<file path="config.mk">
export PLATFORM = sky130hd
export DESIGN_NAME = mem_bus_fabric
export DESIGN_NICKNAME = d
export VERILOG_FILES = /design/src/rtl/mem_bus_fabric.sv
export SDC_FILE = /design/constraint.sdc
export NUM_CORES = 1
export LEC_CHECK = 0
export BUFFER_PORTS_ARGS = -buffer_cell sky130_fd_sc_hd__buf_4
export CAP_MARGIN = 25
export CORE_AREA = 4 4 170 172
export DETAILED_ROUTE_END_ITERATION = 8
export DIE_AREA = 0 0 174 176
export GPL_ROUTABILITY_DRIVEN = 0
export SLEW_MARGIN = 10
export SYNTH_ARGS = -nofsm -noshare
export SYNTH_HDL_FRONTEND = slang
export SYNTH_SLANG_ARGS = --single-unit
</file>
<file path="constraint.sdc">
create_clock -name clk -period 5.5 [get_ports clk]
set_input_delay 1.1 -clock clk [delete_from_list [all_inputs] [get_ports clk]]
set_output_delay 1.1 -clock clk [all_outputs]
set_load 0.03 [all_outputs]
</file>
<file path="src/rtl/mem_bus_fabric.sv">
// Single-master address decoder and response mux for N memory-mapped slaves.
// 1-cycle registered decode, per-access wait timeout, sticky fault capture.
module mem_bus_fabric #(
  parameter int                     N_SLAVES   = 10,
  parameter logic [N_SLAVES*32-1:0] SLAVE_BASE = '0,
  parameter logic [N_SLAVES*32-1:0] SLAVE_MASK = '0,
  parameter int                     TIMEOUT    = 255,
  parameter logic [31:0]            ERR_RDATA  = 32'hDEAD_BEEF
) (
  input  logic                     clk,
  input  logic                     reset,
  input  logic                     mem_valid,
  input  logic [31:0]              mem_addr,
  output logic                     mem_ready,
  output logic [31:0]              mem_rdata,
  output logic [N_SLAVES-1:0]      s_sel,
  input  logic [N_SLAVES-1:0]      s_ready,
  input  logic [N_SLAVES*32-1:0]   s_rdata,
  input  logic                     fault_clr,
  output logic                     err_irq,
  output logic [31:0]              fault_addr,
  output logic [1:0]               fault_cause
);

  typedef enum logic [1:0] {
    IDLE   = 2'd0,
    ACCESS = 2'd1,
    ERR    = 2'd2
  } state_t;

  localparam logic [1:0]  CAUSE_UNMAPPED = 2'd1;
  localparam logic [1:0]  CAUSE_TIMEOUT  = 2'd2;
  localparam logic [15:0] WAIT_LAST      = 16'(TIMEOUT - 1);

  state_t              state, state_nxt;
  logic [N_SLAVES-1:0] hit;
  logic [N_SLAVES-1:0] win;
  logic [N_SLAVES-1:0] sel_nxt;
  logic [15:0]         wait_cnt, wait_nxt;
  logic                sel_ready;
  logic [31:0]         sel_rdata;
  logic                resp_rdy;
  logic [31:0]         resp_dat;
  logic                err_resp;
  logic [1:0]          err_cause;

  // Descending scan so the lowest-index hit overwrites the rest.
  always_comb begin
    hit = '0;
    win = '0;
    for (int i = 0; i < N_SLAVES; i++) begin
      hit[i] = ((mem_addr & SLAVE_MASK[i*32 +: 32]) == SLAVE_BASE[i*32 +: 32]);
    end
    for (int i = N_SLAVES - 1; i >= 0; i--) begin
      if (hit[i]) begin
        win    = '0;
        win[i] = 1'b1;
      end
    end
  end

  // The latched one-hot select masks out every unselected slave.
  always_comb begin
    sel_ready = |(s_ready & s_sel);
    sel_rdata = '0;
    for (int i = 0; i < N_SLAVES; i++) begin
      sel_rdata = sel_rdata | (s_rdata[i*32 +: 32] & {32{s_sel[i]}});
    end
  end

  always_comb begin
    state_nxt = state;
    sel_nxt   = s_sel;
    wait_nxt  = wait_cnt;
    resp_rdy  = 1'b0;
    resp_dat  = '0;
    err_resp  = 1'b0;
    err_cause = 2'd0;
    case (state)
      IDLE: begin
        if (mem_valid) begin
          if (|hit) begin
            sel_nxt   = win;
            wait_nxt  = '0;
            state_nxt = ACCESS;
          end else begin
            sel_nxt   = '0;
            state_nxt = ERR;
          end
        end
      end
      ACCESS: begin
        resp_dat = sel_rdata;
        if (!mem_valid) begin
          sel_nxt   = '0;
          state_nxt = IDLE;
        end else if (sel_ready) begin
          // Ready wins over a coincident timeout.
          resp_rdy  = 1'b1;
          sel_nxt   = '0;
          state_nxt = IDLE;
        end else if (wait_cnt == WAIT_LAST) begin
          resp_rdy  = 1'b1;
          resp_dat  = ERR_RDATA;
          err_resp  = 1'b1;
          err_cause = CAUSE_TIMEOUT;
          sel_nxt   = '0;
          state_nxt = IDLE;
        end else begin
          wait_nxt = wait_cnt + 16'd1;
        end
      end
      ERR: begin
        resp_rdy  = 1'b1;
        resp_dat  = ERR_RDATA;
        err_resp  = 1'b1;
        err_cause = CAUSE_UNMAPPED;
        state_nxt = IDLE;
      end
      default: begin
        sel_nxt   = '0;
        state_nxt = IDLE;
      end
    endcase
  end

  assign mem_ready = resp_rdy & ~reset;
  assign err_irq   = err_resp & ~reset;
  assign mem_rdata = reset ? 32'd0 : resp_dat;

  always_ff @(posedge clk) begin
    if (reset) begin
      state       <= IDLE;
      s_sel       <= '0;
      wait_cnt    <= '0;
      fault_addr  <= '0;
      fault_cause <= '0;
    end else begin
      state    <= state_nxt;
      s_sel    <= sel_nxt;
      wait_cnt <= wait_nxt;
      if (fault_clr) begin
        fault_cause <= '0;
      end
      // A new fault overrides a same-cycle clear.
      if (err_resp) begin
        fault_cause <= err_cause;
        fault_addr  <= mem_addr;
      end
    end
  end

endmodule

</file>
Word level (Yosys, flattened, before mapping)
Index checks and enable logic that the tools add are counted.
W data, S select, Z words.
{"block": "op_classes", "n_addsub": 1, "order_cmp": 0, "reduce_logical": 7, "shifts": 0, "n_eq_ne": 8, "n_bitwise": 24, "multipliers": 0, "n_div": 0, "n_mux": 33}
{"operator": "$and A32 B32 Y32", "count": 10}
{"operator": "$or A32 B32 Y32", "count": 9}
{"operator": "$mux W32", "count": 4}
{"operator": "$mux W16", "count": 4}
{"operator": "$pmux W32 S2", "count": 1}
{"operator": "$mux W10", "count": 4}
{"operator": "$pmux W16 S2", "count": 1}
{"operator": "$pmux W10 S3", "count": 1}
{"operator": "$mux W2", "count": 9}
{"operator": "$add A16 B1 Y16 const B", "count": 1}
{"operator": "$eq A16 B8 Y1 const B", "count": 1}
{"operator": "$and A10 B10 Y10", "count": 1}
{"operator": "$reduce_or A10 Y1", "count": 1}
{"operator": "$ne A2 B2 Y1 const B", "count": 4}
{"operator": "$pmux W2 S2", "count": 2}
{"operator": "$mux W1", "count": 5}
{"operator": "$reduce_and A5 Y1", "count": 1}
{"operator": "$ne A4 B4 Y1 const B", "count": 1}
{"operator": "$pmux W1 S2", "count": 2}
{"operator": "$reduce_bool A2 Y1", "count": 2}
{"operator": "$reduce_and A3 Y1", "count": 1}
{"operator": "$and A1 B1 Y1", "count": 2}
{"operator": "$eq A2 B1 Y1 const B", "count": 1}
{"operator": "$eq A2 B2 Y1 const B", "count": 1}
{"operator": "other kinds (3)", "count": 4}
{"block": "totals", "mem_bits_rw": 0, "reg_bits": 62, "output_inout_bits": 78, "latchBits": 0, "n_memories": 0, "romBits": 0}

Depth between registers and ports, before layout
Gate-level depths: netlist of the first run.
{"block": "depth", "depth_word": 15, "depth_mapped": 8}

Worst setup path after synthesis of the first run
Ideal clock, no wire load.
{"block": "synth_timing", "path_type": "flip-flop to output port", "start": "reg wait_cnt[1]", "end": "out err_irq", "path_buffers": 2, "path_slack_ns": 1.961, "t_arrival_ns": 2.439, "path_stages_with_launch": 8, "path_cell_list": "dfxtp_1 > ha_1 > or4b_4 > or4_1 > buf_2 > or2_1 > buf_2 > nor2_1"}
{"block": "synth_via", "elab_chain_cells": 6}
{"item": "start: declaration", "line_no": "39", "rtl": "logic [15:0] wait_cnt, wait_nxt;"}
{"item": "start signal: assignment", "line_no": "141", "rtl": "wait_cnt <= wait_nxt;"}
{"item": "$eq A16 B8 Y1", "line_no": "102", "rtl": "end else if (wait_cnt == WAIT_LAST) begin"}
{"item": "$mux W1", "line_no": "102"}
{"item": "$mux W1", "line_no": "97", "rtl": "end else if (sel_ready) begin"}
{"item": "$mux W1", "line_no": "94", "rtl": "if (!mem_valid) begin"}
{"item": "$pmux W1 S2", "line_no": "79", "rtl": "case (state)"}
{"item": "$and A1 B1 Y1", "line_no": "128", "rtl": "assign err_irq = err_resp & ~reset;"}
{"item": "end: declaration", "line_no": "20", "rtl": "output logic err_irq,"}
No other way between the ends.

Worst setup path in the final report of the first run
{"block": "layout_timing", "start": "reg wait_cnt[1]", "end": "out mem_rdata[22]"}
{"block": "layout_via", "elab_chain_cells": 6}
{"item": "$eq A16 B8 Y1", "line_no": "102"}
{"item": "$mux W32", "line_no": "102"}
{"item": "$mux W32", "line_no": "97"}
{"item": "$mux W32", "line_no": "94"}
{"item": "$pmux W32 S2", "line_no": "79"}
{"item": "$mux W32", "line_no": "129", "rtl": "assign mem_rdata = reset ? 32'd0 : resp_dat;"}
{"item": "end: declaration", "line_no": "15", "rtl": "output logic [31:0] mem_rdata,"}
No other way between the ends.

==> run metrics, run 1 <==
Netlist cell types=46; worst vdd ir=0.000111 V; outcome=completed; area delta synth->final=58.5%; Placed Cells=789; Post-CTS Hold Buffers=0; Resized cells post-CTS=0; crit-path max cell delay=610 ps; power share of the clock group=44.4%; buffer count from post-CTS setup fixing=0; wire length per cell=12.6 um; Psw=216 uW; final setup margin=1630 ps; Slew @ Worst Pin=580 ps; highest-delay cell along the critical path=or4_1; most used routing layer=met2; Finished Cell Area=4160 um2; Fill cells=3,145; vias in the first global route=2,708; RSZ-0062 raised after global routing=no; clk_lat worst skew=310 ps; GRT Overall Usage=6.08%; Post-Layout Cell Count=798; Cell Rows=61; Port Buffers=136; Synth Cell Area=2620 um2; Post-synth EDFFs=0; Sw Ratio=25.6%; Max Slew Vio Count=0; Ant. Diodes=0; Placed Area=3970 um2; Setup WS pre-CTS=1600 ps; period utilisation layout=70.4%; Synth area leaders=dfxtp_1 (38%), nand3_1 (7.4%), a21oi_1 (7.1%); grt ovf=0; Root Buffer=clkbuf_16; LEAKAGE=0.00159 uW; Final ANT Viol Nets=0; synth cell count leaders=dfxtp_1 (50), nand3_1 (39), a21oi_1 (37); Synth Flop Type=dfxtp_1; dpl hpwl=7080 um; largest net degree at the start of global routing=49; H-tree depth=2; Die Width=174 um; DIE HEIGHT=176 um; Hold WC Path Type=reg2reg; final wirelength=10,100 um; max-cap violation count=0; first-pass GRT wire length=14,900 um; TNS Setup=0 ps; DR pass1 iterations=5; cts bufs inserted=5; GR Layer Usage met2=8.81%; routed via count=2,978; die footprint=30,600 um2; crit path kind=reg2out; Clock Tree Buf Depth=2; # DRC=0; Final Core Density=15.1%; combinational group share of total power=12.4%; cell with the most instances after synthesis=dfxtp_1; Syn Area/Cell=7.92 um2; Slew HR=61.3%; Layout Skew=12.7 ps; initial cell density of the core=9.54%; share of the synthesized area in the top cell type=38.2%; CP max FO=9; power per cell area=203 nW/um2; Flop pwr share=43.2%; CP required=4400 ps; sequential share of the synthesized area=38.2%; CTS tree=done; Achievable Freq=258 MHz; #FFs+latches synth=50; number of setup violations in the final report=0; endpoints failing hold=0; drt via density=3.73; Critical Path AT=2770 ps; Worst setup EP type=output port; synth warn=0; Worst-path clk slew=80 ps; drt first-iter violations=159; Critical Path, Cell by Cell=ha_1 -> or4b_4 -> or4_1 -> or2_1 -> and3_1 -> buf_4; initial antenna violation count=1; grt met1 use=8.10%; fraction of layout cells with a size suffix above 1=35.8%; core box area=27,500 um2; GR Util met3=3.28%; Worst Setup Start Kind=flip-flop; Clock Sinks=50; P_int=628 uW; Ports=444; asr flop ratio synth=0%; final net count=819; Mapped Cells=331; Synth area leader=dfxtp_1; fin crit period=3870 ps
routing by layer:
layer | up-vias | part of all wire [%]
li1 | 1447 | -
met5 | - | 0.070
met2 | 143 | 41
met1 | 1374 | 44
met3 | 12 | 14
met4 | 2 | 0.66
critical path, delay by kind of cell (launching register included):
kind                       cells  cell delay (ps)
DFF                            1              440
and+or+nand+nor                4             1680
adders and majority gates      1              190
buffers and inverters          1              160
final timing paths:
path                                    from  slack (ps)                          to  cells past startpoint
hold reg to reg   fault_addr[0]$_SDFFE_PP0P_         470  fault_addr[0]$_SDFFE_PP0P_                      2
setup reg to reg    wait_cnt[1]$_SDFFE_PP0P_        2950    wait_cnt[2]$_SDFFE_PP0P_                      6
setup / recovery    wait_cnt[1]$_SDFFE_PP0P_        1630               mem_rdata[22]                      6
hold / removal    fault_addr[0]$_SDFFE_PP0P_         470  fault_addr[0]$_SDFFE_PP0P_                      2
stage by stage:
step	power (uW)	hold slack [ps]
global route	880	494
finish	843	473
detailed placement	477	466
floorplan	424	447
CTS	858	478
global placement	477	458
cell usage in the layout (no fill, tap or decap), drive strengths merged, types with 2 or more instances in the layout:
master,instances
and3,9
a21oi,37
nand2b,4
or4b,2
nor2,12
clkbuf,5
nand4,7
a21o,3
ha,2
nor4,3
or3,2
conb,10
o21a,24
nand2,16
a31oi,9
nand3,39
o21ai,34
or4,5
dfxtp,50
or2,3
inv,4
o311ai,4
buf,143
nor3,3
o31ai,3
a31o,3
state kept, by name (all words and copies together) (netlist names):
signal / flops
fault_cause: 1
wait_cnt: 16
fault_addr: 32
s_sel: 1
power by group through the flow:
stage                     registers [uW]  logic, uW  clock network (uW)
after global routing                 365        112                 403
final                                365        104                 374
after detailed placement             373        104                   0
after floorplan                      372       51.4                   0
after global placement               373        104                   0
after CTS                            364        104                 389
final cells by class:
cell class | count | area (um2) | share of cell area [%]
timing repair buffer | 143 | 1080 | 26.0
sequential | 50 | 1000 | 24.1
inverter | 4 | 15.0 | 0.361
multi-input combinational | 247 | 1450 | 34.9
tap | 346 | 433 | 10.4
clock buffer | 5 | 125 | 3.01
clock inverter | 3 | 48.8 | 1.17
kinds of logic (layout without fill, tap and decap cells):
logic type	Yosys count	in the layout	share of synthesized area [%]
compound gates	125	125	29.3
simple gates	109	109	22.8
flops	50	50	38.2
buf+inv	43	155	8.25
fa+ha+maj	2	2	0.954
other cells	1	10	0.143
mux	1	1	0.382
Power figures use the tool's default switching activity.
==> inputs of run 2 (changes only) <==
==> constraint.sdc (replaced) <==
create_clock -name clk -period 3.8 [get_ports clk]
set_input_delay 0.76 -clock clk [delete_from_list [all_inputs] [get_ports clk]]
set_output_delay 0.76 -clock clk [all_outputs]
set_load 0.03 [all_outputs]
==> run 2 against run 1 <==
Global-route usage decreased by 0.078 points. Register-to-register slack got worse by 1700 ps. Critical path depth unchanged. Cell area increased by 0.45%. Largest cell class unchanged.
==> run metrics, run 2 (synthesis results as in run 1) <==
outcome=completed; Largest register FFs=32 (unchanged); biggest regs=fault_addr x32, wait_cnt x16; most frequent cells in the layout=buf_4 (146), dfxtp_1 (50), nand3_1 (39); max-cap violation count=0 (unchanged); LEAKAGE=0.00161 uW (+1.1%); highest-delay cell along the critical path=or4_1; reg2reg path depth=6 (unchanged); Resized cells post-CTS=0 (unchanged); Finished Cell Area=4180 um2 (+0.45%); Worst setup EP type=output port; clk_lat worst skew=290 ps (-20 ps); Hold WC Path Type=reg2reg; Clock Tree Buf Depth=2 (unchanged); cts bufs inserted=5 (unchanged); final net count=822 (+0.37%); fin crit period=3540 ps; Psw=300 uW (+39%); endpoints failing hold=0 (unchanged); power per cell area=293 nW/um2 (+45%); drt first-iter violations=243 (+53%); Critical Path Stages=6 (unchanged); final wirelength=9790 um (-2.7%); area delta synth->final=59.2%; die footprint=30,600 um2 (unchanged); largest net degree at the start of global routing=49 (unchanged); # DRC=0 (unchanged); CP required=3040 ps (-1360 ps); crit-path max cell delay=600 ps (about the same); register-to-register setup slack=1280 ps (-1670 ps); dpl hpwl=7080 um (about the same); routed via count=2,973 (-0.17%); CP delay by family, top=simple AND/OR/NAND/NOR gates; WHS=472 ps (-1.01 ps); power share of the clock group=44.7% (+0.3 points); Layout Skew=8.48 ps (-4.24 ps); Worst-path clk slew=70 ps (about the same); Ports=444 (unchanged); Sw Ratio=24.5% (-1.1 points); worst vdd ir=0.000147 V (+33%); Slew @ Worst Pin=750 ps (+170 ps); buffer count from post-CTS setup fixing=0 (unchanged); Ant. Diodes=0 (unchanged); Hold Path Origin=fault_addr[9]$_SDFFE_PP0P_; CTS tree=done; critical path buffer and inverter count=1 (unchanged); Final Core Density=15.2% (+0.068 points); grt ovf=0 (unchanged); Cell Rows=61 (unchanged); DR pass1 iterations=4 (-1); leading cell type in the layout, fill and taps excluded=buf_4; DIE HEIGHT=176 um (unchanged); Flop pwr share=42.9% (-0.3 points); initial antenna violation count=3 (+2); combinational group share of total power=12.4% (about the same); Critical Path, Cell by Cell=ha_1 -> or4b_4 -> or4_1 -> or2_1 -> and3_1 -> buf_4; Max Slew Vio Count=0 (unchanged); number of setup violations in the final report=0 (unchanged); first-pass GRT wire length=15,100 um (+1.2%); largest reg by FF count=fault_addr; Post-CTS Hold Buffers=0 (unchanged); GRT Overall Usage=6.00% (-0.078 points); RSZ-0062 raised after global routing=no; drt via density=3.71 (-0.54%); Critical Path AT=2780 ps (about the same); Worst Setup Start Kind=flip-flop; P_int=925 uW (+47%); initial cell density of the core=9.54% (unchanged); wire length per cell=12.2 um (-3.0%); FF-to-FF End=wait_cnt[2]$_SDFFE_PP0P_; Final ANT Viol Nets=0 (unchanged); H-tree depth=2 (unchanged); crit path capture=mem_rdata[22]; Clock Sinks=50 (unchanged); Slew HR=49.9% (-11 points); period utilisation layout=93.3%; Worst R2R Start=wait_cnt[1]$_SDFFE_PP0P_; Total Power=1220 uW (+45%); Crit. Startpoint=wait_cnt[1]$_SDFFE_PP0P_; Die Width=174 um (unchanged); fraction of layout cells with a size suffix above 1=36.3% (+0.42 points); Port Buffers=136 (unchanged); Placed Area=4000 um2 (+0.76%); vias in the first global route=2,828 (+4.4%); CP max FO=9 (unchanged); crit path kind=reg2out; core box area=27,500 um2 (unchanged); Achievable Freq=282 MHz; Root Buffer=clkbuf_16; TNS Setup=0 ps (unchanged)
run 2: cell types whose count changed in the layout (fill, tap and decap cells not counted), sizes merged:
cell,before,now
buf,143,146
clkbuf,5,6
clkinvlp,1,0
run 2: worst min path at each step:
stage                                  endpoint  slack [ps]  depth (start not counted)
global route        fault_addr[12]$_SDFFE_PP0P_         490                          2
global placement    fault_addr[27]$_SDFFE_PP0P_         460                          2
CTS                 fault_addr[12]$_SDFFE_PP0P_         470                          2
detailed placement  fault_addr[12]$_SDFFE_PP0P_         470                          2
floorplan             wait_cnt[11]$_SDFFE_PP0P_         450                          1
finish               fault_addr[9]$_SDFFE_PP0P_         470                          2
run 2: routing by layer:
metal / part of all wire (%) / vias to the layer above / track usage (%)
met4: 1.0 / 6 / 1.19
met1: 42 / 1359 / 7.60
met5: 0.39 / - / 0
met2: 42 / 145 / 8.84
met3: 15 / 13 / 3.55
li1: - / 1450 / -
run 2: area by class of cell:
| cell class | count | area [um2] |
|---|---|---|
| Fill cell | 3125 | 23300 |
| Multi-Input combinational cell | 247 | 1450 |
| Timing Repair Buffer | 146 | 1100 |
| Sequential cell | 50 | 1000 |
| Tap cell | 346 | 433 |
| Clock buffer | 6 | 139 |
| Clock inverter | 2 | 38.8 |
| Inverter | 4 | 15.0 |
run 2: worst reg2reg max path, delay by kind of cell (launching register included):
family	cells	cell delay (ps)
adders and majority gates	1	190
AOI/OAI and AO/OA	2	440
and+or+nand+nor	2	1100
DFF	1	440
buffers and inverters	1	290
run 2: power groups by stage:
| stage | combinational (uW) | sequential [uW] | clock (uW) |
|---|---|---|---|
| floorplan | 74.5 | 539 | 0 |
| global placement | 153 | 537 | 0 |
| detailed placement | 153 | 537 | 0 |
| CTS | 153 | 525 | 573 |
| global route | 164 | 525 | 589 |
| finish | 152 | 525 | 548 |
run 2: metrics by stage:
stage	cells	worst slack, ps
2_1_floorplan	340	601
3_3_place_gp	793	568
3_5_place_dp	793	560
4_1_cts	801	227
5_1_grt	801	101
6_report	801	256
